### config.mk
export PLATFORM = sky130hd
export DESIGN_NAME = dyn_brnch_pred_sat_ctr_flat
export DESIGN_NICKNAME = d
export VERILOG_FILES = /design/src/rtl/brch_pred_pkg.sv /design/src/rtl/dyn_brnch_pred_sat_ctr_if.sv /design/src/rtl/brch_pht_ram.sv /design/src/rtl/dyn_brnch_pred_sat_ctr.sv /design/src/flat_wrapper.sv
export SDC_FILE = /design/constraint.sdc
export NUM_CORES = 1
export LEC_CHECK = 0
export ABC_AREA = 0
export CAP_MARGIN = 20
export CORE_AREA = 2 2 125 127
export DETAILED_ROUTE_END_ITERATION = 10
export DIE_AREA = 0 0 127 129
export GPL_ROUTABILITY_DRIVEN = 0
export HOLD_SLACK_MARGIN = 0.02
export SYNTH_ARGS = -nofsm -noshare
export SYNTH_HDL_FRONTEND = slang
export SYNTH_SLANG_ARGS = --single-unit
### constraint.sdc
create_clock -name clk -period 2.7 [get_ports clk]
set_clock_uncertainty 0.2 [all_clocks]
set_input_delay 0.27 -clock clk [delete_from_list [all_inputs] [get_ports clk]]
set_output_delay 0.27 -clock clk [all_outputs]
set_load 0.02 [all_outputs]
### src/rtl/brch_pred_pkg.sv
// rtl/brch_pred_pkg.sv - shared predictor constants and saturating counter step
package brch_pred_pkg;

  localparam logic PRED_TAKEN     = 1'b1;
  localparam logic PRED_NOT_TAKEN = 1'b0;
  localparam int   CTR_W_MAX      = 4;

  // Counter is carried at the widest legal width; callers pass their real width.
  function automatic logic [CTR_W_MAX-1:0] sat_ctr_next(
    input logic [CTR_W_MAX-1:0] ctr,
    input logic                 taken,
    input int unsigned          ctr_w
  );
    logic [CTR_W_MAX-1:0] top;
    top = CTR_W_MAX'((32'd1 << ctr_w) - 32'd1);
    if (taken) begin
      return (ctr >= top) ? top : ctr + CTR_W_MAX'(1);
    end
    return (ctr == '0) ? '0 : ctr - CTR_W_MAX'(1);
  endfunction

endpackage

### src/rtl/dyn_brnch_pred_sat_ctr_if.sv
// rtl/dyn_brnch_pred_sat_ctr_if.sv - IF/ID pipeline view of the branch predictor
interface dyn_brnch_pred_sat_ctr_if #(
  parameter int IDX_W  = 5,
  parameter int STAT_W = 16
);
  logic              brch_instr_detectd_IF;
  logic [IDX_W-1:0]  branch_addr_IF;
  logic              brch_instr_detectd_ID;
  logic              brch_hazard_stall;
  logic              flush_ID;
  logic              actual_brch_result;
  logic              prediction;
  logic              mispredict_ID;
  logic [STAT_W-1:0] mispredict_cnt;

  modport master (
    output brch_instr_detectd_IF, branch_addr_IF, brch_instr_detectd_ID,
           brch_hazard_stall, flush_ID, actual_brch_result,
    input  prediction, mispredict_ID, mispredict_cnt
  );

  modport slave (
    input  brch_instr_detectd_IF, branch_addr_IF, brch_instr_detectd_ID,
           brch_hazard_stall, flush_ID, actual_brch_result,
    output prediction, mispredict_ID, mispredict_cnt
  );
endinterface

### src/rtl/brch_pht_ram.sv
// rtl/brch_pht_ram.sv - pattern history table, async read, sync write, reset to INIT_CTR
module brch_pht_ram #(
  parameter int IDX_W    = 5,
  parameter int CTR_W    = 2,
  parameter int INIT_CTR = 1
) (
  input  logic             clk,
  input  logic             rst,
  input  logic [IDX_W-1:0] rd_addr,
  output logic [CTR_W-1:0] rd_data,
  input  logic             wr_en,
  input  logic [IDX_W-1:0] wr_addr,
  input  logic [CTR_W-1:0] wr_data
);

  localparam int DEPTH = 1 << IDX_W;

  logic [CTR_W-1:0] pht_q [DEPTH];
  logic [CTR_W-1:0] pht_d [DEPTH];

  assign rd_data = pht_q[rd_addr];

  always_comb begin
    pht_d = pht_q;
    if (wr_en) begin
      pht_d[wr_addr] = wr_data;
    end
  end

  always_ff @(posedge clk) begin
    if (rst) begin
      for (int i = 0; i < DEPTH; i++) begin
        pht_q[i] <= CTR_W'(INIT_CTR);
      end
    end else begin
      pht_q <= pht_d;
    end
  end

endmodule

### src/rtl/dyn_brnch_pred_sat_ctr.sv
// rtl/dyn_brnch_pred_sat_ctr.sv - saturating-counter branch predictor with bypass and mispredict stats
module dyn_brnch_pred_sat_ctr
  import brch_pred_pkg::*;
#(
  parameter int IDX_W    = 5,
  parameter int CTR_W    = 2,
  parameter int INIT_CTR = 1,
  parameter int STAT_W   = 16
) (
  input logic                     clk,
  input logic                     rst,
  dyn_brnch_pred_sat_ctr_if.slave bp
);

  logic [CTR_W-1:0]  rd_ctr;
  logic [CTR_W-1:0]  eff_ctr;
  logic [CTR_W-1:0]  wr_ctr;
  logic              upd;
  logic              pred_if;
  logic              mispredict;

  logic [IDX_W-1:0]  id_idx_q, id_idx_d;
  logic              id_pred_q, id_pred_d;
  logic [CTR_W-1:0]  id_ctr_q, id_ctr_d;
  logic [STAT_W-1:0] cnt_q, cnt_d;

  // Reset outranks training so a branch pending in ID is dropped cleanly.
  assign upd = bp.brch_instr_detectd_ID & ~bp.brch_hazard_stall & ~bp.flush_ID & ~rst;

  // The counter value travels with the branch, so training never needs a second table read.
  assign wr_ctr = CTR_W'(sat_ctr_next(CTR_W_MAX'(id_ctr_q), bp.actual_brch_result, CTR_W));

  assign eff_ctr = (upd && (bp.branch_addr_IF == id_idx_q)) ? wr_ctr : rd_ctr;
  assign pred_if = eff_ctr[CTR_W-1] & bp.brch_instr_detectd_IF & ~rst;

  assign mispredict = upd & (id_pred_q != bp.actual_brch_result);

  brch_pht_ram #(
    .IDX_W    (IDX_W),
    .CTR_W    (CTR_W),
    .INIT_CTR (INIT_CTR)
  ) u_pht (
    .clk     (clk),
    .rst     (rst),
    .rd_addr (bp.branch_addr_IF),
    .rd_data (rd_ctr),
    .wr_en   (upd),
    .wr_addr (id_idx_q),
    .wr_data (wr_ctr)
  );

  always_comb begin
    id_idx_d  = id_idx_q;
    id_pred_d = id_pred_q;
    id_ctr_d  = id_ctr_q;
    cnt_d     = cnt_q;
    if (!bp.brch_hazard_stall) begin
      id_idx_d  = bp.branch_addr_IF;
      id_pred_d = pred_if;
      id_ctr_d  = eff_ctr;
    end
    if (mispredict && (cnt_q != '1)) begin
      cnt_d = cnt_q + STAT_W'(1);
    end
  end

  always_ff @(posedge clk) begin
    if (rst) begin
      id_idx_q  <= '0;
      id_pred_q <= PRED_NOT_TAKEN;
      id_ctr_q  <= CTR_W'(INIT_CTR);
      cnt_q     <= '0;
    end else begin
      id_idx_q  <= id_idx_d;
      id_pred_q <= id_pred_d;
      id_ctr_q  <= id_ctr_d;
      cnt_q     <= cnt_d;
    end
  end

  assign bp.prediction     = pred_if;
  assign bp.mispredict_ID  = mispredict;
  assign bp.mispredict_cnt = rst ? '0 : cnt_q;

endmodule

### src/flat_wrapper.sv
// flat-port wrapper written by rule: the top's interface ports become plain ports
module dyn_brnch_pred_sat_ctr_flat import brch_pred_pkg::*;
#(
  parameter int IDX_W    = 5,
  parameter int CTR_W    = 2,
  parameter int INIT_CTR = 1,
  parameter int STAT_W   = 16
)
  (clk, rst, bp_brch_instr_detectd_IF, bp_branch_addr_IF, bp_brch_instr_detectd_ID, bp_brch_hazard_stall, bp_flush_ID, bp_actual_brch_result, bp_prediction, bp_mispredict_ID, bp_mispredict_cnt);
  dyn_brnch_pred_sat_ctr_if #(.IDX_W(IDX_W), .STAT_W(STAT_W)) bp_i ();
  input logic clk;
  input logic rst;
  input wire logic [$bits(bp_i.brch_instr_detectd_IF)-1:0] bp_brch_instr_detectd_IF;
  input wire logic [$bits(bp_i.branch_addr_IF)-1:0] bp_branch_addr_IF;
  input wire logic [$bits(bp_i.brch_instr_detectd_ID)-1:0] bp_brch_instr_detectd_ID;
  input wire logic [$bits(bp_i.brch_hazard_stall)-1:0] bp_brch_hazard_stall;
  input wire logic [$bits(bp_i.flush_ID)-1:0] bp_flush_ID;
  input wire logic [$bits(bp_i.actual_brch_result)-1:0] bp_actual_brch_result;
  output wire logic [$bits(bp_i.prediction)-1:0] bp_prediction;
  output wire logic [$bits(bp_i.mispredict_ID)-1:0] bp_mispredict_ID;
  output wire logic [$bits(bp_i.mispredict_cnt)-1:0] bp_mispredict_cnt;
  assign bp_i.brch_instr_detectd_IF = bp_brch_instr_detectd_IF;
  assign bp_i.branch_addr_IF = bp_branch_addr_IF;
  assign bp_i.brch_instr_detectd_ID = bp_brch_instr_detectd_ID;
  assign bp_i.brch_hazard_stall = bp_brch_hazard_stall;
  assign bp_i.flush_ID = bp_flush_ID;
  assign bp_i.actual_brch_result = bp_actual_brch_result;
  assign bp_prediction = bp_i.prediction;
  assign bp_mispredict_ID = bp_i.mispredict_ID;
  assign bp_mispredict_cnt = bp_i.mispredict_cnt;
  dyn_brnch_pred_sat_ctr #(.IDX_W(IDX_W), .CTR_W(CTR_W), .INIT_CTR(INIT_CTR), .STAT_W(STAT_W)) u_core (.clk(clk), .rst(rst), .bp(bp_i));
endmodule
; ---- Yosys cells after proc, flatten, opt, wreduce, memory -nomap -nowiden
; Index checks and enable logic that the tools add are counted.
[totals]
ramBits = 0
reg_bits = 88
word_cells = 74
latchBits = 0
mem_count = 0
rom_bits = 0
out_inout_bits = 18
[op_classes]
n_mul = 0
magnitude_cmp = 4
div_mod_pow = 0
muxes = 13
reduce_logical = 4
n_addsub = 3
eq_ne = 3
shift = 0
bitwise_logic = 11
[op_table]
columns = cell, n
row1 = 64-bit bitwise mux, 1
row2 = 16-bit by 1-bit adder with 16-bit output (second input constant), 1
row3 = 16-bit two-way mux, 1
row4 = 2-bit two-way mux, 8
row5 = 16-bit != test (second input constant), 1
row6 = 6-bit >= comparator (second input constant), 2
row7 = 5-bit inverter with 6-bit output, 2
row8 = 2-bit binary-select mux with 5-bit select, 1
row9 = 2-bit demux with 5-bit select, 1
row10 = 1-bit AND, 6
row11 = 6-bit by 1-bit less-than comparator with 1-bit output (second input constant), 1
row12 = 5-bit == test, 1
row13 = 1-bit logical AND, 3
row14 = 1-bit inverter, 3
row15 = 2-bit by 1-bit adder with 2-bit output (second input constant), 1
row16 = 2-bit >= comparator (second input constant), 1
row17 = 2-bit logical NOT, 1
row18 = 2-bit by 1-bit subtractor with 2-bit output (second input constant), 1
row19 = 1-bit two-way mux, 1
row20 = 1-bit != test, 1

; ---- Depth between registers and ports, before layout
[depth]
word_depth = 8
mapped_depth = 7
depth_no_buf = 6

; ---- By module
; From an unflattened synthesis, not the netlist that was laid out.
[unflattened]
hier_cells = 534
area_unflattened_um2 = 4620.7
[by_module_without_submodules]
columns = mod, instances, area_each_um2, seq_area_each_um2, cells_per_inst
row1 = brch_pht_ram, 1, 3183.1, 1281.2, 368
row2 = dyn_brnch_pred_sat_ctr, 1, 1437.6, 480.5, 166

; ---- Worst setup path before layout
; Ideal clock, no wire load.
[synth_timing]
path_type = input to output
from = in rst
to = out bp_prediction
setup_slack_ns = 0.405
arrival_time_ns = 1.825
stages = 6
n_path_buf = 1
t_required_ns = 2.230
cell_sequence = buf_6 or4b_4 nor4_2 and2_1 nand2_1 a21oi_1
[synth_via]
elab_chain_cells = 6
[synth_rtl]
columns = item, line
row1 = start: declaration, flat_wrapper.sv:12  ; input logic rst;
row2 = 1-bit inverter (*), "dyn_brnch_pred_sat_ctr.sv:28, dyn_brnch_pred_sat_ctr.sv:34"
row3 = 1-bit AND, dyn_brnch_pred_sat_ctr.sv:28  ; assign upd = bp.brch_instr_detectd_ID & ~bp.brch_hazard_stall & ~bp.flush_ID & ~rst;
row4 = 1-bit logical AND, dyn_brnch_pred_sat_ctr.sv:33  ; assign eff_ctr = (upd && (bp.branch_addr_IF == id_idx_q)) ? wr_ctr : rd_ctr;
row5 = 2-bit two-way mux, dyn_brnch_pred_sat_ctr.sv:33
row6 = 1-bit AND, dyn_brnch_pred_sat_ctr.sv:34  ; assign pred_if = eff_ctr[CTR_W-1] & bp.brch_instr_detectd_IF & ~rst;
row7 = 1-bit AND (*), dyn_brnch_pred_sat_ctr.sv:34
row8 = end: declaration, flat_wrapper.sv:19  ; output wire logic [$bits(bp_i.prediction)-1:0] bp_prediction;
; Every way passes the cells marked *; elsewhere a longest branch is shown, timed or not.

; ---- Worst setup path in the final report
[layout_timing]
from = in bp_branch_addr_IF[0]
to = out bp_prediction
[layout_via]
elab_chain_cells = 7
elab_cells_between_ends = 9
cone_classes = 1 x eq/ne / 4 x mux / 3 x bitwise / 1 x reduce/logical
[layout_rtl]
columns = item, line
row1 = start: declaration, flat_wrapper.sv:14  ; input wire logic [$bits(bp_i.branch_addr_IF)-1:0] bp_branch_addr_IF;
row2 = 5-bit inverter with 6-bit output (implied by the code), brch_pht_ram.sv:21  ; assign rd_data = pht_q[rd_addr];
row3 = 2-bit binary-select mux with 5-bit select, brch_pht_ram.sv:21
row4 = 2-bit two-way mux (implied by the code) (2 in series), brch_pht_ram.sv:21
row5 = 2-bit two-way mux (*), dyn_brnch_pred_sat_ctr.sv:33
row6 = 1-bit AND (*) (2 in series), dyn_brnch_pred_sat_ctr.sv:34
; Every way passes the cells marked *; elsewhere a longest branch is shown, timed or not. The select of a mux whose other input is x is not followed.

==> metrics.txt <==
# TYPE chip_impl_metric gauge
chip_impl_metric{name="preCtsSetupSlack",unit="ps"} -388.0
chip_impl_metric{name="drt-pass1-iter-count",unit=""} 4
chip_impl_metric{name="die-area",unit="sq um"} 16380
chip_impl_metric{name="vias",unit=""} 3759
chip_impl_metric{name="area_overhead_vs_synth",unit="%"} 23.02
chip_impl_metric{name="first_global_vias",unit=""} 3616
chip_impl_metric{name="cts_inserted_buffers",unit=""} 9
chip_impl_metric{name="final_max_slew_viol_count",unit=""} 0
chip_impl_metric{name="holdBufCountCts",unit=""} 0
chip_impl_metric{name="maxCapViolations",unit=""} 0
chip_impl_metric{name="cts.repair.resized",unit=""} 4
chip_impl_metric{name="io_pins",unit=""} 30
chip_impl_metric{name="clk-insertion-delay-late",unit="ps"} 350
chip_impl_metric{name="timing.final.hold_violations",unit=""} 0
chip_impl_metric{name="cts.reportedPaths.clkPinSlew",unit="ps"} 70
chip_impl_metric{name="syn-cell-area",unit="sq um"} 4424
chip_impl_metric{name="fin_nets",unit=""} 559
chip_impl_metric{name="max-vdd-ir-drop",unit="mV"} 0.2433
chip_impl_info{name="mostFrequentLayoutCell",value="sky130_fd_sc_hd__dfxtp_1"} 1
chip_impl_info{name="worstPathCellList",value="clkdlybuf4s50_1 > buf_12 > mux4_2 > nand3_1 > nand4b_1 > nand3_1 > a21oi_1 > buf_4"} 1
chip_impl_info{name="slowest_stage",value="sky130_fd_sc_hd__mux4_2"} 1
chip_impl_metric{name="clock_tree.buffer_depth",unit=""} 2
chip_impl_metric{name="worst_r2r_path_depth",unit=""} 6
chip_impl_info{name="postSynth.topFlopCell",value="sky130_fd_sc_hd__dfxtp_1"} 1
chip_impl_metric{name="seq_area_frac_synth",unit="%"} 39.82
chip_impl_metric{name="static-leakage-power",unit="nW"} 1.808
chip_impl_info{name="result_of_the_run",value="finished clean"} 1
chip_impl_metric{name="arrival_time_at_the_worst_endpoint",unit="ps"} 2160
chip_impl_metric{name="antenna_found_initial",unit=""} 0
chip_impl_metric{name="wire_length_of_the_first_global_routing_pass",unit="microns"} 18550
chip_impl_metric{name="met2_wirelength",unit="microns"} 5114
chip_impl_metric{name="worstMarginPinSlew",unit="ps"} 794.0
chip_impl_metric{name="dp_hpwl",unit="microns"} 7619
chip_impl_metric{name="multi_input_logic_area",unit="sq um"} 2491
chip_impl_metric{name="powerDensity",unit="nW/um^2"} 521.7
chip_impl_metric{name="syn_avg_cell_area",unit="sq um"} 8.831
chip_impl_metric{name="drt-initial-drc-count",unit=""} 300
chip_impl_metric{name="finalSetupViolCount",unit=""} 0
chip_impl_info{name="start_kind",value="input pin"} 1
chip_impl_metric{name="finalCritPeriodShare",unit="%"} 97.53
chip_impl_metric{name="maximum_clock_frequency",unit="MHz"} 379.8
chip_impl_metric{name="warnings_from_yosys",unit=""} 0
chip_impl_metric{name="route.detailed.vias_per_inst",unit=""} 5.087
chip_impl_metric{name="row_count",unit=""} 45
chip_impl_metric{name="port_buffers",unit=""} 29
chip_impl_info{name="cp_common_cell",value="sky130_fd_sc_hd__nand3_1"} 1
chip_impl_metric{name="hold_path_stages",unit=""} 3
chip_impl_metric{name="max_slew_margin",unit="%"} 47.07
chip_impl_metric{name="worstPathMaxFanout",unit=""} 13
chip_impl_metric{name="critPathRequiredTime",unit="ps"} 2230
chip_impl_metric{name="wl_per_cell",unit="microns"} 15.18
chip_impl_info{name="root_buffer",value="sky130_fd_sc_hd__clkbuf_16"} 1
chip_impl_metric{name="die_width",unit="microns"} 127
chip_impl_metric{name="initial_core_util",unit="%"} 29.54
chip_impl_metric{name="synth_enable_flop_cells",unit=""} 0
chip_impl_metric{name="drtAntennaViolNets",unit=""} 0
chip_impl_metric{name="synth_async_sr_flop_share",unit="%"} 0
chip_impl_metric{name="maximum_number_of_pins_on_one_net_before_global_route_repair",unit=""} 79
chip_impl_metric{name="cts_sinks",unit=""} 88
chip_impl_info{name="critPathTopFamily",value="buffers and inverters"} 1
chip_impl_metric{name="regArea",unit="sq um"} 1762
chip_impl_metric{name="globalRouteOverflowTotal",unit=""} 0
chip_impl_metric{name="count_of_different_cell_masters_after_synthesis",unit=""} 47
chip_impl_metric{name="critical_path_depth",unit=""} 8
chip_impl_metric{name="post-route-min-period",unit="ps"} 2633
chip_impl_metric{name="fillCellCount",unit=""} 1532
chip_impl_metric{name="synth_cells",unit=""} 501
chip_impl_metric{name="antennaDiodeCount",unit=""} 0
chip_impl_metric{name="slowest_delay",unit="ps"} 520
chip_impl_metric{name="die_height",unit="microns"} 129
chip_impl_metric{name="detailroute.wirelength.met3",unit="microns"} 588
chip_impl_info{name="highest_count_cells_in_the_layout_ignoring_fill_and_taps",value="sky130_fd_sc_hd__dfxtp_1 (88), sky130_fd_sc_hd__nor2_1 (64), sky130_fd_sc_hd__nand2_1 (59), sky130_fd_sc_hd__buf_4 (40), sky130_fd_sc_hd__a21oi_1 (29)"} 1
chip_impl_metric{name="fin_total_pwr",unit="mW"} 2.839
chip_impl_metric{name="timing.critical_path.buf_inv",unit=""} 3
chip_impl_info{name="crit_path_end_kind",value="primary output"} 1
chip_impl_metric{name="core-area",unit="sq um"} 14980
chip_impl_metric{name="routed_wirelength",unit="microns"} 11220
chip_impl_metric{name="grt_use_total",unit="%"} 14.37
chip_impl_metric{name="post-cts-setup-buffers",unit=""} 0
chip_impl_metric{name="fin_ws",unit="ps"} 66.78
chip_impl_metric{name="detail_route.drc_violations",unit=""} 0
chip_impl_metric{name="ys_seq_elements",unit=""} 88
chip_impl_metric{name="synth.net_count",unit=""} 514
chip_impl_metric{name="detail_route.wirelength.met1",unit="microns"} 5333
chip_impl_info{name="timing.hold.worst.class",value="input pin to register"} 1
chip_impl_info{name="critical_path_class",value="input pin to primary output"} 1
chip_impl_metric{name="h_tree_levels",unit=""} 3
chip_impl_info{name="maxUsedRoutingLayer",value="met4"} 1
chip_impl_metric{name="final_layout_size_suffix_gt1_share",unit="%"} 15.97
chip_impl_info{name="cts_tree",value="built"} 1
==> registers in the layout (all words and copies together), names as in the netlist <==
signal and cells:
u_core.cnt_q 16, u_core.id_ctr_q 2, u_core.id_idx_q 5, u_core.id_pred_q 1, u_core.u_pht.pht_q 64
==> layout make-up <==
class,count,share of cell area (%)
multi-input cells,372,45.77
flip-flops and latches,88,32.37
repair buffers,70,11.59
well taps,188,4.322
clock buffers,9,4.138
clock inverters,7,1.471
inverters,5,0.3448
==> tightest hold or removal path: cells and delay by family <==
kind | cells | cell delay, ps
buffers and inverters | 2 | 360
AOI/OAI and AO/OA | 1 | 70
==> layer usage <==
metal | vias up | global-route usage (%)
met2 | 82 | 22.71
met1 | 1801 | 18.84
li1 | 1863 | -
met3 | 13 | 4.449
met5 | - | 0
met4 | 0 | 4.654
==> power by group <==
group	switching (mW)	internal (mW)
sequential	0.00922	1.31
clock	0.557	0.728
combinational	0.143	0.0953
==> cell usage after synthesis, drive strengths merged, types with 13 or more instances <==
| library cell | instances | area (sq um) |
|---|---|---|
| mux2i | 20 | 200.2 |
| buf | 14 | 81.32 |
| nor2 | 65 | 244.0 |
| a21oi | 29 | 145.1 |
| nand3b | 16 | 120.1 |
| nand3 | 22 | 110.1 |
| nor2b | 23 | 156.4 |
| dfxtp | 88 | 1762 |
| mux4 | 16 | 360.4 |
| a211o | 18 | 157.7 |
| clkbuf | 22 | 82.58 |
| nand2 | 59 | 221.5 |
| o21ai | 26 | 130.1 |
| xnor2 | 13 | 113.9 |
==> metrics by stage <==
stage | utilization, % | setup TNS [ps] | hold slack, ps | cells | cell area (sq um)
2_1_floorplan | - | 0 | 213.9 | 501 | 4424
3_3_place_gp | 34.26 | -521.4 | 237.5 | 723 | 5131
3_5_place_dp | 34.26 | -576.0 | 247.5 | 723 | 5131
4_1_cts | 36.27 | 0 | 194.9 | 739 | 5431
5_1_grt | 36.34 | -19.21 | 225.7 | 739 | 5443
6_report | 36.34 | 0 | 204.5 | 739 | 5443
==> kinds of logic after synthesis <==
group           after synthesis  synth area share, %
simple gates                235                27.88
flops                        88                39.82
compound gates               80                11.26
buf+inv                      41                4.129
mux                          36                12.67
xor+xnor                     20                3.959
fa+ha+maj                     1               0.2828
==> path summary, 6_finish.rpt <==
path | startpoint | endpoint | slack (ps)
min | rst | u_core.cnt_q[13] | 200
max reg2reg | u_core.cnt_q[0] | u_core.cnt_q[13] | 470
max | bp_branch_addr_IF[0] | bp_prediction | 70
min reg2reg | u_core.u_pht.pht_q[29] | u_core.u_pht.pht_q[29] | 260
Note: power is estimated with default switching activity, not from simulation.
